===== src/rtl/bob_except_retire_scan_pkg.sv =====
// Shared constants, scan-state encoding and head arithmetic for the bob
// exception-store read-side scanner.
package bob_except_retire_scan_pkg;

  localparam int BOB_ROWS     = 48;
  localparam int BOB_COLS     = 10;
  localparam int EXC_FLAG_BIT = 0;
  localparam int EXC_WIDTH    = 16;
  localparam int ROW_AW       = 6;
  localparam int SLOT_W       = 4;

  typedef enum logic [1:0] {
    IDLE   = 2'd0,
    EVAL   = 2'd1,
    REPORT = 2'd2,
    HALT   = 2'd3
  } scan_state_e;

  // Head pointer advance; the store has a non-power-of-two row count.
  function automatic logic [ROW_AW-1:0] head_inc(input logic [ROW_AW-1:0] h);
    if (h == ROW_AW'(BOB_ROWS - 1)) begin
      return '0;
    end
    return h + ROW_AW'(1);
  endfunction

endpackage


===== src/rtl/bob_except_retire_scan_prienc.sv =====
// Lowest-set-bit encoder over one row's slot vector.
module bob_except_retire_scan_prienc
  import bob_except_retire_scan_pkg::*;
(
  input  logic [BOB_COLS-1:0] vec,
  output logic                found,
  output logic [SLOT_W-1:0]   idx
);

  // Scan from the top down so the last write is the lowest set bit.
  always_comb begin
    found = 1'b0;
    idx   = '0;
    for (int k = BOB_COLS - 1; k >= 0; k--) begin
      if (vec[k]) begin
        found = 1'b1;
        idx   = SLOT_W'(k);
      end
    end
  end

endmodule


===== src/rtl/bob_except_retire_scan.sv =====
// Read-side sequencer: accepts one completed row, reads it from the store,
// retires the slots older than the first flagged one and reports that fault.
module bob_except_retire_scan
  import bob_except_retire_scan_pkg::*;
#(
  parameter int DATA_WIDTH = EXC_WIDTH
) (
  input  logic                           clk,
  input  logic                           rst,
  input  logic                           flush,
  input  logic                           row_valid,
  input  logic [BOB_COLS-1:0]            row_mask,
  output logic                           row_ready,
  output logic                           ram_read_step,
  output logic [ROW_AW-1:0]              ram_read_addr,
  input  logic [BOB_COLS*DATA_WIDTH-1:0] ram_read_data,
  output logic [ROW_AW-1:0]              head,
  output logic                           ret_valid,
  output logic [ROW_AW-1:0]              ret_row,
  output logic [SLOT_W-1:0]              ret_count,
  output logic                           exc_valid,
  output logic [ROW_AW-1:0]              exc_row,
  output logic [SLOT_W-1:0]              exc_slot,
  output logic [DATA_WIDTH-1:0]          exc_data,
  input  logic                           exc_ack,
  output logic [1:0]                     scan_state
);

  // Handshake: a row transfers on a cycle where row_valid && row_ready &&
  // !flush; the producer holds row_mask stable while row_valid is high and
  // row_ready is low. exc_valid is held until a cycle with exc_ack in REPORT.

  scan_state_e state, state_nxt;

  logic [BOB_COLS-1:0]   mask_q;
  logic [DATA_WIDTH-1:0] words [BOB_COLS];
  logic [BOB_COLS-1:0]   flags;
  logic [BOB_COLS-1:0]   hit;
  logic                  hit_found;
  logic [SLOT_W-1:0]     hit_idx;
  logic [SLOT_W-1:0]     pop;

  always_comb begin
    for (int k = 0; k < BOB_COLS; k++) begin
      words[k] = ram_read_data[k*DATA_WIDTH +: DATA_WIDTH];
      flags[k] = words[k][EXC_FLAG_BIT];
    end
  end

  // Unoccupied slots can carry stale flags; mask them out before encoding.
  assign hit = mask_q & flags;

  bob_except_retire_scan_prienc u_prienc (
    .vec   (hit),
    .found (hit_found),
    .idx   (hit_idx)
  );

  always_comb begin
    pop = '0;
    for (int k = 0; k < BOB_COLS; k++) begin
      pop = pop + {{(SLOT_W-1){1'b0}}, mask_q[k]};
    end
  end

  always_ff @(posedge clk or negedge rst) begin
    if (!rst) begin
      state <= IDLE;
    end else begin
      state <= state_nxt;
    end
  end

  always_comb begin
    state_nxt     = state;
    row_ready     = 1'b0;
    ram_read_step = 1'b0;
    case (state)
      IDLE: begin
        row_ready = 1'b1;
        if (row_valid) begin
          ram_read_step = 1'b1;
          state_nxt     = EVAL;
        end
      end
      EVAL: begin
        state_nxt = hit_found ? REPORT : IDLE;
      end
      REPORT: begin
        if (exc_ack) begin
          state_nxt = HALT;
        end
      end
      HALT: begin
        state_nxt = HALT;
      end
      default: begin
        state_nxt = IDLE;
      end
    endcase
    // Flush wins over everything, including a row being offered this cycle.
    if (flush) begin
      state_nxt     = IDLE;
      ram_read_step = 1'b0;
    end
  end

  assign ram_read_addr = head;
  assign scan_state    = state;

  always_ff @(posedge clk or negedge rst) begin
    if (!rst) begin
      head      <= '0;
      mask_q    <= '0;
      ret_valid <= 1'b0;
      ret_row   <= '0;
      ret_count <= '0;
      exc_valid <= 1'b0;
      exc_row   <= '0;
      exc_slot  <= '0;
      exc_data  <= '0;
    end else begin
      ret_valid <= 1'b0;
      if (flush) begin
        head      <= '0;
        exc_valid <= 1'b0;
      end else begin
        if (ram_read_step) begin
          mask_q <= row_mask;
        end
        if (state == EVAL) begin
          ret_valid <= 1'b1;
          ret_row   <= head;
          if (hit_found) begin
            // Slots below the fault retire; head stays on the faulting row.
            ret_count <= hit_idx;
            exc_valid <= 1'b1;
            exc_row   <= head;
            exc_slot  <= hit_idx;
            exc_data  <= words[hit_idx];
          end else begin
            ret_count <= pop;
            head      <= head_inc(head);
          end
        end
        if (state == REPORT && exc_ack) begin
          exc_valid <= 1'b0;
        end
      end
    end
  end

endmodule


===== config.mk =====
export PLATFORM = sky130hd
export DESIGN_NAME = bob_except_retire_scan
export DESIGN_NICKNAME = d
export VERILOG_FILES = /design/src/rtl/bob_except_retire_scan_pkg.sv /design/src/rtl/bob_except_retire_scan_prienc.sv /design/src/rtl/bob_except_retire_scan.sv
export SDC_FILE = /design/constraint.sdc
export NUM_CORES = 1
export LEC_CHECK = 0
export CELL_PAD_IN_SITES_DETAIL_PLACEMENT = 0
export CELL_PAD_IN_SITES_GLOBAL_PLACEMENT = 1
export CORE_ASPECT_RATIO = 1.1
export CORE_MARGIN = 2
export CORE_UTILIZATION = 30
export DETAILED_ROUTE_END_ITERATION = 6
export GPL_TIMING_DRIVEN = 0
export PLACE_DENSITY_LB_ADDON = 0.1
export SYNTH_ARGS = -nofsm -noshare
export SYNTH_HDL_FRONTEND = slang
export SYNTH_SLANG_ARGS = --single-unit

===== constraint.sdc =====
create_clock -name clk -period 7.15 [get_ports clk]
set_input_delay 1.7875 -clock clk [delete_from_list [all_inputs] [get_ports clk]]
set_output_delay 1.7875 -clock clk [all_outputs]
set_load 0.01 [all_outputs]

==> results of run 1 <==
-- power groups by stage --
| stage | clock (mW) | combinational (mW) | sequential, mW |
|---|---|---|---|
| after detailed placement | 0 | 0.924 | 0.457 |
| after global routing | 0.285 | 1.01 | 0.463 |
| after CTS | 0.275 | 0.928 | 0.451 |
| final | 0.265 | 0.918 | 0.451 |
| after floorplan | 0 | 0.493 | 0.478 |
| after global placement | 0 | 0.910 | 0.454 |
-- path summary, 6_finish.rpt --
path	endpoint	slack, ps	cells past startpoint
worst max-delay path	ram_read_step	1970	5
worst min-delay path	exc_data[0]	480	1
worst max register to register	ret_count[2]	3950	11
worst min register to register	exc_data[0]	480	1
max in group asynchronous	mask_q[5]	5100	2
min in group asynchronous	exc_data[14]	1460	1
-- layer usage --
layer  up-vias  share of wire
met4         0          0.028
met3        27          0.083
li1       2087              -
met2       182           0.51
met5         -              0
met1      2106           0.38
-- sequential cells by signal (all words and copies together), names as in the netlist --
register and count:
exc_data 16, mask_q 10, exc_row 6, head 6
ret_row 6, exc_slot 4, ret_count 4, scan_state 2
exc_valid 1, ret_valid 1
-- cell families after synthesis --
| family | count (synthesis) |
|---|---|
| xor+xnor | 2 |
| flops | 56 |
| buf+inv | 50 |
| mux | 45 |
| compound gates | 156 |
| simple gates | 118 |
| fa+ha+maj | 9 |
-- cells in the mapped netlist (all sizes together) (2+ instances only) --
master | instances | area share
mux2 | 29 | 0.082
a31oi | 16 | 0.025
ha | 3 | 0.0094
clkbuf | 11 | 0.011
a32oi | 3 | 0.0085
fa | 6 | 0.030
buf | 26 | 0.040
a21o | 15 | 0.028
o21ai | 42 | 0.053
a221o | 15 | 0.038
o21a | 2 | 0.0038
inv | 12 | 0.011
a21oi | 21 | 0.026
o2111ai | 15 | 0.033
and2 | 4 | 0.0069
dfrtp | 56 | 0.35
and3 | 3 | 0.0060
nand3 | 19 | 0.024
o211ai | 2 | 0.0050
nor3 | 3 | 0.0050
mux2i | 16 | 0.040
nand2b | 2 | 0.0050
a22oi | 19 | 0.040
nor2 | 13 | 0.012
nand3b | 2 | 0.0047
a22o | 2 | 0.0044
nand2 | 66 | 0.069
-- area by class of cell --
type	instances	area (µm²)	share of cell area
clock buffers	5	125	0.0188
diodes	1	2.50	0.000377
plain buffers	37	204	0.0307
multi-input cells	330	2340	0.352
well taps	161	201	0.0303
inverters	13	50.0	0.00754
repair buffers	228	2290	0.345
clock inverters	3	28.8	0.00433
flip-flops and latches	56	1400	0.211
-- critical path, delay by kind of cell --
kind / cells / cell delay, ps
buf+inv: 3 / 1300
simple gates: 2 / 310
-- placed cells by master (no fill, tap or decap), types with 2 or more instances in the layout --
cell               n
o21ai_0           40
a21oi_1           21
nor2_1            13
a31oi_1           16
a221o_1           15
mux2i_1           16
o2111ai_1         15
dfrtp_1           56
clkbuf_16          5
buf_2             16
buf_4             10
inv_1             12
fa_1               6
nand2_1           61
nand2_2            2
clkdlybuf4s50_1  226
a22o_1             2
a21o_1            15
nand3_1           19
mux2_1            14
inv_6              2
ha_1               3
mux2_2            15
o21ai_1            2
and3_1             2
a22oi_1           17
nand2_4            3
and2_1             3
o21a_1             2
nor3_1             2
a32oi_1            2
clkbuf_1          10
-- metrics by stage --
stage / hold slack (ps) / cell area [µm²] / instances / setup WS, ps / total power, mW
after CTS: 481 / 6640 / 833 / 1930 / 1.65
after global placement: 452 / 6470 / 824 / 1930 / 1.36
after global routing: 509 / 6640 / 834 / 1830 / 1.75
final: 477 / 6640 / 834 / 1970 / 1.63
after floorplan: 504 / 3990 / 436 / 2960 / 0.972
after detailed placement: 460 / 6480 / 825 / 1930 / 1.38
==> results.cfg, run 1 <==
[global_routing]
grt_max_degree = 38
grtUsageMet1 = 0.255
grt_busiest_layer = met2
grt_pass1_wl_um = 25100
grt_usage = 0.230
antenna_found_initial = 1
grt_pass1_vias = 4431
use_met2 = 0.423
use_met3 = 0.0596
grt_overflow = 0

[yosys]
synth_top_family_by_area = compound AO/OA/AOI/OAI gates
synth_edf_count = 0
synth-adder-area-share = 0.0395
synthCells = 436
syn-num-nets = 620
syn_avg_cell_area_um2 = 9.16
synth-main-ff-cell = dfrtp_1
yosysWarnings = 0
yosys.area_share.xor_xnor = 0.00439
syn_area_mm2 = 0.00399
seq_area_frac_synth = 0.351
synthArstFlopShare = 1.00
synth-simple-area-share = 0.144
synth_cell_types = 56
ys_seq_elements = 56
muxShareOfSynthArea = 0.122
synth_compound_area_frac = 0.275

[die]
dieArea_mm2 = 0.0143
rows = 44
die_width_um = 114
start_util = 0.305
pin_count = 229
core_region_area_mm2 = 0.0131
die_y_um = 125

[clocking]
post_cts.repair.setup_buffers = 0
htree_levels = 2
postCtsHoldBufs = 0
cts_tree = done
clkSlewWorstSetupHoldPaths_ps = 80
cts_buffers = 5
cts_root_buf = clkbuf_16
clk_path_buf_depth = 2
cts.sinks = 56
clkLatencyLatePin_ps = 300
cts_resized = 0

[worst_setup_path]
endpoint_kind = output pin
cp-start-kind = input port
critPathKind = input port to output pin
worstPathCellList = clkdlybuf4s50_1 > nand2_1 > nor2_1 > buf_2 > clkdlybuf4s50_1
crit_path_frequent_cell = clkdlybuf4s50_1
max_stage_delay_ps = 570
cp_slowest_cell = clkdlybuf4s50_1
critPathArrivalTime_ps = 3390
cp.required_ps = 5360
path_max_fanout = 10
r2r-start = mask_q[5]
worstSetupStartpoint = row_valid

[route]
vias_per_cell = 5.28
wl_per_cell_um = 20.3
vias = 4402
dr.pass1.iters = 4
ant_nets = 0
route.detailed.drc = 0
drtIter0Drc = 144
drt-total-wl_um = 16900

[power_and_ir_drop]
sw_frac_of_total = 0.402
comb_power_share = 0.562
power_density_mw_per_mm2 = 246
clkPwrFrac = 0.162
p_leak_nw = 2.75
p_int_mw = 0.977
p_seq_frac = 0.276
ir_drop_uv = 165
switchingPower_mw = 0.658

[sta]
hold_viol = 0
tightest_slew_ps = 592
setup_viol = 0
relSlewSlack = 0.606
grt_setup_unrepaired = no
finClkSkew_ps = 7.18
maxSlewViolCount = 0
fin_crit_sh = 0.725
timing.setup.tns_ps = 0
min_period_ps = 5180
timing.fmax_ghz = 0.193

[placed_design]
hpwl_um = 13500
io_buffers = 227
place.gp.congestion = 0.858

[finish]
post-route-util = 0.507
fill_cells = 1281
final_nets = 855
layout-drive-gt1-share = 0.104
syn_to_final_growth_pct = 66.2

[run]
max-cap-violations = 0

[worst_hold_path]
hp-start = exc_data[0]
hold_class = flip-flop to flip-flop

[run_status]
status = complete, no violations
No activity file was read; power rests on OpenSTA's default activity.
==> inputs of run 2 (changes only) <==
--- a/config.mk
+++ b/config.mk
@@ -9,7 +9,7 @@
 export CELL_PAD_IN_SITES_GLOBAL_PLACEMENT = 1
 export CORE_ASPECT_RATIO = 1.1
 export CORE_MARGIN = 2
-export CORE_UTILIZATION = 30
+export CORE_UTILIZATION = 27
 export DETAILED_ROUTE_END_ITERATION = 6
 export GPL_TIMING_DRIVEN = 0
 export PLACE_DENSITY_LB_ADDON = 0.1
==> constraint.sdc (replaced) <==
create_clock -name clk -period 5 [get_ports clk]
set_input_delay 1.25 -clock clk [delete_from_list [all_inputs] [get_ports clk]]
set_output_delay 1.25 -clock clk [all_outputs]
set_load 0.01 [all_outputs]
==> run 2 against run 1 <==
Compared with the run above:
- first-iteration DRC count rose by 100%
- clock skew is 1.4 ps higher
- non-clock buffer count decreased by 1
- sequential power grew 45%
- count of clock-buffer cells in the layout is the same
- critical path depth unchanged
- global-route usage decreased by 0.97 points
- cell area increased by 0.28%
- power up 44%
- final cell count up 3.5%
- register-to-register slack worse by 2200 ps
- combinational power up 44%
- critical endpoint unchanged
==> results.cfg, run 2 (synthesized netlist as in run 1, its figures left out) <==
[run_status]
status = complete, no violations

[placed_design]
pre_cts_ws_ps = 844
hpwl_um = 14100
dp.cells = 855
place.gp.congestion = 0.806
io_buffers = 227

[global_routing]
grt_overflow = 0
antenna_found_initial = 0
grt_pass1_vias = 4722
grt_pass1_wl_um = 26900
grt_usage = 0.221
grt_max_degree = 57

[clocking]
cts_tree = done
clkLatencyLatePin_ps = 300
cts_buffers = 5
cts_resized = 0
post_cts.repair.setup_buffers = 0
cts_root_buf = clkbuf_16
htree_levels = 2
clkSlewWorstSetupHoldPaths_ps = 80
clk_path_buf_depth = 2
cts.sinks = 56
postCtsHoldBufs = 0

[route]
route.detailed.drc = 0
wl_per_cell_um = 20.5
drt-total-wl_um = 17700
ant_nets = 0
drtIter0Drc = 295
vias = 4374
vias_per_cell = 5.07
dr.pass1.iters = 5

[finish]
syn_to_final_growth_pct = 66.7
post-route-util = 0.461
stdcell_count = 863
top_regs = exc_data (16), mask_q (10)
regArea_mm2 = 0.00140
most-common-layout-cells = 226 x clkdlybuf4s50_1, 61 x nand2_1, 56 x dfrtp_1
final_nets = 854
top_register = exc_data
largest_reg_flops = 16
layout_commonest_cell = clkdlybuf4s50_1
layout-drive-gt1-share = 0.103
multiInputGateArea_mm2 = 0.00234
fill_cells = 1427
diodes = 0

[sta]
finClkSkew_ps = 8.55
setup_viol = 0
timing.fmax_ghz = 0.242
min_period_ps = 4140
setup_ws_ps = 861
timing.setup.tns_ps = 0
relSlewSlack = 0.489
maxSlewViolCount = 0
fin_crit_sh = 0.828
tightest_slew_ps = 766
hold_viol = 0
grt_setup_unrepaired = no

[worst_setup_path]
cp-start-kind = input port
endpoint_kind = output pin
critPathKind = input port to output pin
cp_slowest_cell = clkdlybuf4s50_1
cp.required_ps = 3750
worstPathCellList = clkdlybuf4s50_1 > nand2_1 > nor2_1 > buf_2 > clkdlybuf4s50_1
path_max_fanout = 10
critPathArrivalTime_ps = 2890
max_stage_delay_ps = 570
crit_path_frequent_cell = clkdlybuf4s50_1

[worst_hold_path]
hold_class = flip-flop to flip-flop

[die]
die_width_um = 120
die_y_um = 132
dieArea_mm2 = 0.0158
core_region_area_mm2 = 0.0144
start_util = 0.276
rows = 46
pin_count = 229

[power_and_ir_drop]
p_leak_nw = 2.74
power_density_mw_per_mm2 = 353
ir_drop_uv = 271

[run]
max-cap-violations = 0
## run 2: cell count changes in the layout (fill, tap and decap cells not counted)
cell | previous run | this run
diode_2 | 1 | 0
buf_4 | 10 | 11
buf_12 | 1 | 0
buf_2 | 16 | 15
## run 2: cell type report
type                       count  area share
buffer                        37      0.0306
clock buffer                   5      0.0188
clock inverter                 3     0.00432
inverter                      13     0.00752
multi-input combinational    330       0.351
sequential                    56       0.210
tap                          192      0.0361
timing repair buffer         227       0.341
## run 2: per-layer routing
layer  part of all wire  up-vias  routed length (µm)  track usage
met4              0.029        0                 508       0.0771
met1               0.40     2068                6980        0.260
met5                  0        -                   0            0
li1                   -     2092                   -            -
met2               0.51      190                8950        0.394
met3              0.069       24                1220       0.0443
## run 2: worst paths after layout
path                             start             to  slack [ps]  cells after the start
max                          row_valid  ram_read_step         860                      5
min                        exc_slot[2]    exc_slot[2]         480                      2
max reg2reg                  mask_q[5]   ret_count[2]        1800                     11
min reg2reg                exc_slot[2]    exc_slot[2]         480                      2
max in group asynchronous          rst   exc_data[10]        3480                      1
min in group asynchronous          rst    exc_data[9]        1010                      1
## run 2: power by group
part | switching (mW) | internal, mW
combinational | 0.683 | 0.640
clock | 0.181 | 0.194
sequential | 0.0931 | 0.562
## run 2: metrics by stage
stage | power [mW] | area, µm² | hold WS [ps]
floorplan | 1.39 | 3990 | 504
global placement | 1.98 | 6510 | 453
detailed placement | 2.00 | 6500 | 456
CTS | 2.39 | 6660 | 480
global route | 2.53 | 6660 | 508
finish | 2.35 | 6660 | 477
## run 2: worst max-delay path: cells and delay by family
| family | cells | cell delay, ps |
|---|---|---|
| buffers and inverters | 3 | 1310 |
| and+or+nand+nor | 2 | 330 |
==> inputs of run 3 (changes only) <==
--- a/config.mk
+++ b/config.mk
@@ -9,7 +9,7 @@
 export CELL_PAD_IN_SITES_GLOBAL_PLACEMENT = 1
 export CORE_ASPECT_RATIO = 1.1
 export CORE_MARGIN = 2
-export CORE_UTILIZATION = 27
+export CORE_UTILIZATION = 25
 export DETAILED_ROUTE_END_ITERATION = 6
 export GPL_TIMING_DRIVEN = 0
 export PLACE_DENSITY_LB_ADDON = 0.1
==> constraint.sdc (replaced) <==
create_clock -name clk -period 3.5 [get_ports clk]
set_input_delay 0.875 -clock clk [delete_from_list [all_inputs] [get_ports clk]]
set_output_delay 0.875 -clock clk [all_outputs]
set_load 0.01 [all_outputs]
==> run 3 against run 2 <==
Compared with the run above:
- clock skew is 3.2 ps lower
- combinational power is 42% higher
- wire length is 1.5% lower
- global-route usage is 2.2 points lower
- die area is 7.7% higher
- first-iteration DRC count is 22% lower
- register-to-register slack worse by 1500 ps
- setup slack worse by 730 ps
- clock power is 60% higher
- sequential power is 43% higher
- cell area is 0.68% higher
- count of clock-buffer cells in the layout stayed put
==> results.cfg, run 3 (synthesized netlist as in run 1, its figures left out) <==
[run_status]
status = complete, no violations

[global_routing]
grt_overflow = 0
grt_pass1_vias = 4317
antenna_found_initial = 0
grt_max_degree = 39
grt_pass1_wl_um = 25900
grt_usage = 0.199

[worst_hold_path]
hold_class = flip-flop to flip-flop

[placed_design]
dp.cells = 864
hpwl_um = 14000
pre_cts_ws_ps = 103
place.gp.congestion = 0.839
io_buffers = 227

[die]
die_width_um = 125
rows = 48
pin_count = 229
die_y_um = 137
core_region_area_mm2 = 0.0157
start_util = 0.255
dieArea_mm2 = 0.0170

[worst_setup_path]
cp.required_ps = 2620
worstSetupStartpoint = row_valid
critPathArrivalTime_ps = 2490
cp-start-kind = input port
critPathKind = input port to output pin
endpoint_kind = output pin
ff2ff_path_depth = 11
r2r-start = mask_q[5]
path_max_fanout = 10
crit_end = ram_read_step
r2r_slack_ps = 260
r2r-end = ret_count[2]

[route]
route.detailed.drc = 0
dr.pass1.iters = 4
wl_per_cell_um = 19.9
drt-total-wl_um = 17400
ant_nets = 0
vias = 4330
vias_per_cell = 4.97
drtIter0Drc = 230

[finish]
most-common-layout-cells = 226 x clkdlybuf4s50_1, 61 x nand2_1, 56 x dfrtp_1
fill_cells = 1542
multiInputGateArea_mm2 = 0.00234
final_nets = 855
post-route-util = 0.428
stdcell_count = 872
largest_reg_flops = 16
layout-drive-gt1-share = 0.104
syn_to_final_growth_pct = 67.8
regArea_mm2 = 0.00140
layout_commonest_cell = clkdlybuf4s50_1
top_regs = exc_data (16), mask_q (10)
diodes = 0
top_register = exc_data

[sta]
grt_setup_unrepaired = no
setup_ws_ps = 130
fin_crit_sh = 0.963
hold_viol = 0
setup_viol = 0
hold_slack_ps = 480
timing.fmax_ghz = 0.297
relSlewSlack = 0.588
finClkSkew_ps = 5.37
maxSlewViolCount = 0
tightest_slew_ps = 611
timing.setup.tns_ps = 0
min_period_ps = 3370

[clocking]
clk_path_buf_depth = 2
postCtsHoldBufs = 0
clkLatencyLatePin_ps = 300
cts_tree = done
clkSlewWorstSetupHoldPaths_ps = 70
htree_levels = 2
cts_root_buf = clkbuf_16
cts.sinks = 56
post_cts.repair.setup_buffers = 0
cts_buffers = 5
cts_resized = 0

[power_and_ir_drop]
ir_drop_uv = 257
p_seq_frac = 0.274
power_density_mw_per_mm2 = 510
sw_frac_of_total = 0.399
p_leak_nw = 2.75
p_int_mw = 2.06
switchingPower_mw = 1.36
clkPwrFrac = 0.176
comb_power_share = 0.551

[run]
max-cap-violations = 0
==> run 3: cell count changes in the layout (fill, tap and decap cells not counted) <==
cell	change
bufinv_16	+1
inv_6	-1
buf_4	-1
clkinvlp_4	+1
buf_12	+1
buf_2	+1
inv_8	-1
==> run 3: power by group through the flow <==
stage / clock, mW / sequential [mW] / combinational, mW
global placement: 0 / 0.947 / 1.88
finish: 0.600 / 0.936 / 1.88
floorplan: 0 / 0.977 / 1.01
CTS: 0.621 / 0.938 / 1.91
detailed placement: 0 / 0.948 / 1.90
global route: 0.649 / 0.956 / 2.08
==> run 3: metal layers <==
metal	part of all wire	wire [µm]	track usage	up-vias
met5	0	0	0	-
met2	0.50	8730	0.355	170
met4	0.017	303	0.0487	0
li1	-	-	-	2088
met1	0.41	7200	0.243	2056
met3	0.067	1160	0.0465	16
==> run 3: how the worst min path moves through the flow <==
stage | start | end | slack (ps) | depth (start not counted)
final | ret_row[2] | ret_row[2] | 480 | 2
after global routing | exc_slot[3] | exc_slot[3] | 500 | 2
after CTS | exc_data[0] | exc_data[0] | 480 | 1
after detailed placement | exc_data[0] | exc_data[0] | 460 | 1
after global placement | exc_data[0] | exc_data[0] | 450 | 1
after floorplan | exc_data[0] | exc_data[0] | 500 | 1
==> run 3: stage by stage <==
step | area, µm² | power (mW)
after floorplan | 3990 | 1.99
after global placement | 6520 | 2.83
after detailed placement | 6530 | 2.85
after CTS | 6700 | 3.47
after global routing | 6700 | 3.68
final | 6700 | 3.42
==> run 3: layout make-up <==
type / instances / area share
inverter: 13 / 0.00747
multi-input combinational: 330 / 0.349
clock inverter: 3 / 0.00691
clock buffer: 5 / 0.0187
tap: 200 / 0.0373
buffer: 37 / 0.0304
timing repair buffer: 228 / 0.341
sequential: 56 / 0.209
==> run 3: critical path, stage by stage <==
cell	delay [ps]
clkdlybuf4s50_1	450
nand2_1	60
nor2_1	250
buf_2	290
clkdlybuf4s50_1	570
